`config.mk`:
```
export PLATFORM = sky130hd
export DESIGN_NAME = mux_scan_seq
export DESIGN_NICKNAME = d
export VERILOG_FILES = /design/src/rtl/mux_scan_seq.sv
export SDC_FILE = /design/constraint.sdc
export NUM_CORES = 1
export LEC_CHECK = 0
export CORE_MARGIN = 2
export CORE_UTILIZATION = 36
export DETAILED_ROUTE_END_ITERATION = 8
export PLACE_DENSITY_LB_ADDON = 0.2
export RECOVER_POWER = 100
export SLEW_MARGIN = 5
export SYNTH_ARGS = -nofsm -noshare
export SYNTH_HDL_FRONTEND = slang
export SYNTH_SLANG_ARGS = --single-unit
```
`constraint.sdc`:
```
create_clock -name clk -period 2.05 [get_ports clk]
set_input_delay 0.205 -clock clk [delete_from_list [all_inputs] [get_ports clk]]
set_output_delay 0.205 -clock clk [all_outputs]
set_load 0.05 [all_outputs]
```
`src/rtl/mux_scan_seq.sv`:
```
// mux_scan_seq: registered W-bit N-to-1 multiplexer with enable, valid flag
// and an auto-scan mode that steps through the channels with programmable dwell.
//
// Ports:
//   clk, reset_n   rising-edge clock, asynchronous active-low reset
//   en             block enable; low forces z=0 / z_valid=0 on the next edge
//   mode           0 = manual select, 1 = auto-scan
//   sel            manual channel select (mode=0)
//   dwell          scan mode: extra cycles each channel is held
//   x              flattened inputs, channel i = x[i*W +: W]
//   z              registered selected data
//   z_valid        z holds a valid channel word
//   cur_ch         channel index that z reflects
//   scan_wrap      one-cycle pulse, raised together with the first cur_ch=0
//                  word that follows a wrap of the scan index
//
// Optional feature (macro MUX_SCAN_MASK_EN): adds scan_mask[N-1:0]; the scan
// advances to the next channel above the current one (with wrap) whose mask
// bit is set. Undefined: every channel is visited in order.
module mux_scan_seq #(
  parameter int unsigned W  = 16,
  parameter int unsigned N  = 16,
  parameter int unsigned SW = $clog2(N),
  parameter int unsigned DW = 8
) (
  input  logic            clk,
  input  logic            reset_n,
  input  logic            en,
  input  logic            mode,
  input  logic [SW-1:0]   sel,
  input  logic [DW-1:0]   dwell,
  input  logic [N*W-1:0]  x,
`ifdef MUX_SCAN_MASK_EN
  input  logic [N-1:0]    scan_mask,
`endif
  output logic [W-1:0]    z,
  output logic            z_valid,
  output logic [SW-1:0]   cur_ch,
  output logic            scan_wrap
);

  localparam logic [SW-1:0] LAST_CH = SW'(N - 1);

  // Unflattened view of the channel inputs
  logic [W-1:0] ch_word [N];
  for (genvar i = 0; i < int'(N); i++) begin : g_ch
    assign ch_word[i] = x[i*W +: W];
  end

  logic [SW-1:0] idx_q, idx_d;
  logic [DW-1:0] cnt_q, cnt_d;
  logic          wrap_pend_q, wrap_pend_d;
  logic [W-1:0]  z_d;
  logic          z_valid_d;
  logic [SW-1:0] cur_ch_d;
  logic          scan_wrap_d;

  logic          sel_ok;
  logic [SW-1:0] nxt_idx;
  logic          nxt_wrap;
  logic          scan_live;
  logic          advance;

  assign sel_ok = (32'(sel) < N);

`ifdef MUX_SCAN_MASK_EN
  logic [SW:0] cand;
  logic        cand_wrap;
  logic        found;

  // One-cycle upward search (with wrap) for the next enabled channel
  always_comb begin
    nxt_idx   = idx_q;
    nxt_wrap  = 1'b0;
    found     = 1'b0;
    cand      = '0;
    cand_wrap = 1'b0;
    for (int unsigned k = 1; k <= N; k++) begin
      cand      = {1'b0, idx_q} + (SW+1)'(k);
      cand_wrap = (cand >= (SW+1)'(N));
      if (cand_wrap) begin
        cand = cand - (SW+1)'(N);
      end
      if (!found && scan_mask[cand[SW-1:0]]) begin
        found    = 1'b1;
        nxt_idx  = cand[SW-1:0];
        nxt_wrap = cand_wrap;
      end
    end
  end

  // A disabled current channel is left immediately
  assign scan_live = |scan_mask;
  assign advance   = (cnt_q >= dwell) || !scan_mask[idx_q];
`else
  // Plain sequential scan
  always_comb begin
    nxt_wrap = (idx_q == LAST_CH);
    nxt_idx  = nxt_wrap ? '0 : idx_q + SW'(1);
  end

  assign scan_live = 1'b1;
  assign advance   = (cnt_q >= dwell);
`endif

  // Next-state and output selection
  always_comb begin
    idx_d       = idx_q;
    cnt_d       = cnt_q;
    wrap_pend_d = wrap_pend_q;
    z_d         = z;
    z_valid_d   = z_valid;
    cur_ch_d    = cur_ch;
    scan_wrap_d = 1'b0;

    if (!en) begin
      z_d       = '0;
      z_valid_d = 1'b0;
    end else if (!mode) begin
      // Manual: dwell count held clear so a switch to scan starts fresh
      cnt_d       = '0;
      wrap_pend_d = 1'b0;
      if (sel_ok) begin
        z_d       = ch_word[sel];
        z_valid_d = 1'b1;
        cur_ch_d  = sel;
        idx_d     = sel;
      end else begin
        z_d       = '0;
        z_valid_d = 1'b0;
      end
    end else if (!scan_live) begin
      z_d       = '0;
      z_valid_d = 1'b0;
    end else begin
      z_d         = ch_word[idx_q];
      z_valid_d   = 1'b1;
      cur_ch_d    = idx_q;
      // Pulse lines up with the first post-wrap word on z/cur_ch
      scan_wrap_d = wrap_pend_q;
      wrap_pend_d = 1'b0;
      if (advance) begin
        idx_d       = nxt_idx;
        cnt_d       = '0;
        wrap_pend_d = nxt_wrap;
      end else begin
        cnt_d = cnt_q + DW'(1);
      end
    end
  end

  // State and output registers
  always_ff @(posedge clk or negedge reset_n) begin
    if (!reset_n) begin
      idx_q       <= '0;
      cnt_q       <= '0;
      wrap_pend_q <= 1'b0;
      z           <= '0;
      z_valid     <= 1'b0;
      cur_ch      <= '0;
      scan_wrap   <= 1'b0;
    end else begin
      idx_q       <= idx_d;
      cnt_q       <= cnt_d;
      wrap_pend_q <= wrap_pend_d;
      z           <= z_d;
      z_valid     <= z_valid_d;
      cur_ch      <= cur_ch_d;
      scan_wrap   <= scan_wrap_d;
    end
  end

endmodule

```
==> out/metrics.csv <==
stage,metric,value,unit
pwr,Gate power share,0.602,
finish,Layout area overhead,70.2,%
logic_synthesis,Post-Syn Instances,391,
placed_design,hpwl dp,18100,um
logic_synthesis,Mapped Area,0.00527,mm2
die,Ports,294,
sta,Min Hold Slack,0.478,ns
placed_design,number of port buffers,293,
clock_network,CTS tree,done,
clock_network,Clock Path Buffers,2,
logic_synthesis,ys async rst share,1.00,
global_route,vias in the first global route,6000,
placed_design,post-placement setup slack,-0.265,ns
pwr,Sw Share,0.345,
sta,actual slew at the worst max-slew pin,0.796,ns
route,DRC viols,0,
sta,Final setup viols,0,
clock_network,H-tree depth,2,
placed_design,Routability Congestion,0.868,
route,DR pass1 iterations,7,
route,Total Wirelength,21800,um
job,max cap viols,0,
sta,Final Skew,0.00555,ns
pwr,Internal Power,2.67,mW
die,height of the die,125,um
logic_synthesis,Synth area leaders,"mux4_2, dfrtp_1, a22oi_1",
logic_synthesis,sequential-to-total area share from yosys stat,0.166,
setup_path,Worst EP arrival,2.18,ns
setup_path,Crit. End Element,flop,
outcome,outcome,completed,
hold_path,type of the worst min-delay path,in2async,
clock_network,register clock-pin slew on the reported worst setup and hold paths,0.06,ns
die,Initial Utilization,0.365,
pwr,VDD IR max,402,uV
pwr,PD cells,454,mW/mm2
global_route,All-Layer GR Usage,0.274,
setup_path,kind of critical path,in2reg,
route,drt initial violations,324,
global_route,initial antenna violation count,0,
clock_network,"Clk Latency, worst-skew pair",0.27,ns
die,Core Box Area,0.0144,mm2
route,vias post-DR,5547,
logic_synthesis,Most used DFF post-synth,dfrtp_1,
finish,ant diodes,0,
clock_network,Num CTS Buffers,5,
setup_path,"slowest stage delay, CP",0.48,ns
logic_synthesis,most frequent cell after synthesis,mux4_2,
die,number of cell rows,44,
setup_path,Worst Path Max Fanout,2,
setup_path,slowest CP cell,or4_4,
finish,Fillers,1135,
clock_network,Root Buffer,clkbuf_16,
route,Post-DRT Antenna Nets,0,
logic_synthesis,largest area contributor in the netlist,mux4_2,
sta,fin worst setup slack,0.0566,ns
sta,fin crit period,1.99,ns
pwr,Flop pwr share,0.209,
route,vias per inst,6.32,
clock_network,CTS Sinks,35,
sta,Fmax,502,MHz
sta,final hold vios,0,
logic_synthesis,post-synth top area share,0.547,
sta,unrepaired setup endpoints after global routing,true,
logic_synthesis,Yosys reg bits,35,
logic_synthesis,Post-Syn Nets,673,
sta,relative slew slack,0.470,
finish,layout cell share with drive strength beyond 1,0.284,
sta,Slew Limit Fails,0,
logic_synthesis,Post-synth EDFFs,0,
pwr,clock power share,0.188,
setup_path,"Cell Chain, Critical Path","clkdlybuf4s50_1, inv_2, ha_4, a211oi_2, o21ai_2, a211o_4, or4_4, o221ai_2",
logic_synthesis,Ys Warns,0,
die,DIE WIDTH,125,um
die,die area,0.0156,mm2
pwr,Psw,1.41,mW
finish,Final #Nets,974,
global_route,largest net degree at the start of global routing,42,
logic_synthesis,Synth cell types,42,
pwr,leak pwr,3.25,nW
global_route,total grt overflow,0,
global_route,first-pass GRT wire length,33100,um
sta,period utilization,0.972,
route,wire per inst,24.9,um
logic_synthesis,"top cells by count, synth","mux4_2, a22oi_1, dfrtp_1",
setup_path,WP data required,2.24,ns
setup_path,CP Launch Type,input pin,
logic_synthesis,post-synthesis area per instance,13.5,um2
registers in the layout, summed over array words and instances (netlist names):
register / count
wrap_pend_q: 1
z_valid: 1
idx_q: 4
scan_wrap: 1
cnt_q: 8
cur_ch: 4
z: 16
worst max-delay path: cells and delay by family:
kind / cells / cell delay, ns
AOI/OAI and AO/OA: 4 / 0.74
adders and majority gates: 1 / 0.23
buffers and inverters: 2 / 0.52
and+or+nand+nor: 1 / 0.48
final timing paths:
kind	start	end	slack, ns	cells after the start
hold reg to reg	wrap_pend_q	wrap_pend_q	0.50	1
max in group asynchronous	reset_n	z[13]	0.46	3
min in group clk	wrap_pend_q	wrap_pend_q	0.50	1
setup / recovery	dwell[2]	cnt_q[4]	0.06	8
hold / removal	reset_n	z_valid	0.48	2
setup reg to reg	cnt_q[2]	cnt_q[4]	0.09	6
final cells by class:
cell class              count  area (um2)  share of cell area
clock inverters             1        5.00            0.000558
well taps                 184         230              0.0257
flip-flops and latches     35         881              0.0982
clock buffers               7         143              0.0159
multi-input cells         300        4170               0.465
inverters                  12        45.0             0.00502
repair buffers            338        3500               0.390
layer usage:
metal / global-route usage / up-vias / share of wire
met5: 0 / - / 0
met4: 0.112 / 0 / 0.045
met3: 0.0685 / 56 / 0.078
met2: 0.470 / 308 / 0.51
met1: 0.331 / 2817 / 0.37
li1: - / 2366 / -
what timing repair did:
| item | CTS | global route |
|---|---|---|
| buffers inserted | 0 | 2 |
| resized for setup | 0 | 7 |
| endpoints found under the hold margin | 23 | 0 |
| hold buffers | 1 | 0 |
| endpoints found under the setup margin | 0 | 4 |
cells by family after synthesis:
group,Yosys count,synth area share
compound gates,99,0.139
xor+xnor,2,0.00332
fa+ha+maj,10,0.0237
buf+inv,56,0.0496
flops,35,0.166
mux,135,0.560
simple gates,54,0.0579
per-stage QoR:
step / cell area [um2] / setup TNS (ns) / instances / total power [mW] / utilization
2_1_floorplan: 5270 / 0 / 391 / 2.21 / -
3_3_place_gp: 8760 / -0.513 / 865 / 3.27 / 0.607
3_5_place_dp: 8760 / -1.06 / 865 / 3.32 / 0.607
4_1_cts: 8920 / 0 / 874 / 4.10 / 0.618
5_1_grt: 8970 / -0.0177 / 877 / 4.28 / 0.622
6_report: 8970 / 0 / 877 / 4.07 / 0.622
power by group through the flow:
| stage | clock network (mW) | registers, mW | logic [mW] |
|---|---|---|---|
| after detailed placement | 0 | 0.863 | 2.45 |
| final | 0.767 | 0.853 | 2.45 |
| after global routing | 0.821 | 0.865 | 2.59 |
| after floorplan | 0 | 1.08 | 1.13 |
| after CTS | 0.787 | 0.853 | 2.46 |
| after global placement | 0 | 0.862 | 2.40 |
cells in the final DEF, fill, tap and decap left out, drive strengths merged, types with 4 or more instances in the layout:
cell type / count
clkbuf: 10
a21oi: 11
nor3: 4
inv: 12
o2bb2ai: 5
clkdlybuf4s50: 267
dfrtp: 35
o21ai: 4
buf: 44
nand4: 16
a22oi: 65
nand3: 4
ha: 10
mux4: 128
nor2: 9
nand2: 8
nand2b: 4
mux2i: 7
dlygate4sd3: 24
Note: power is estimated with default switching activity, not from simulation.
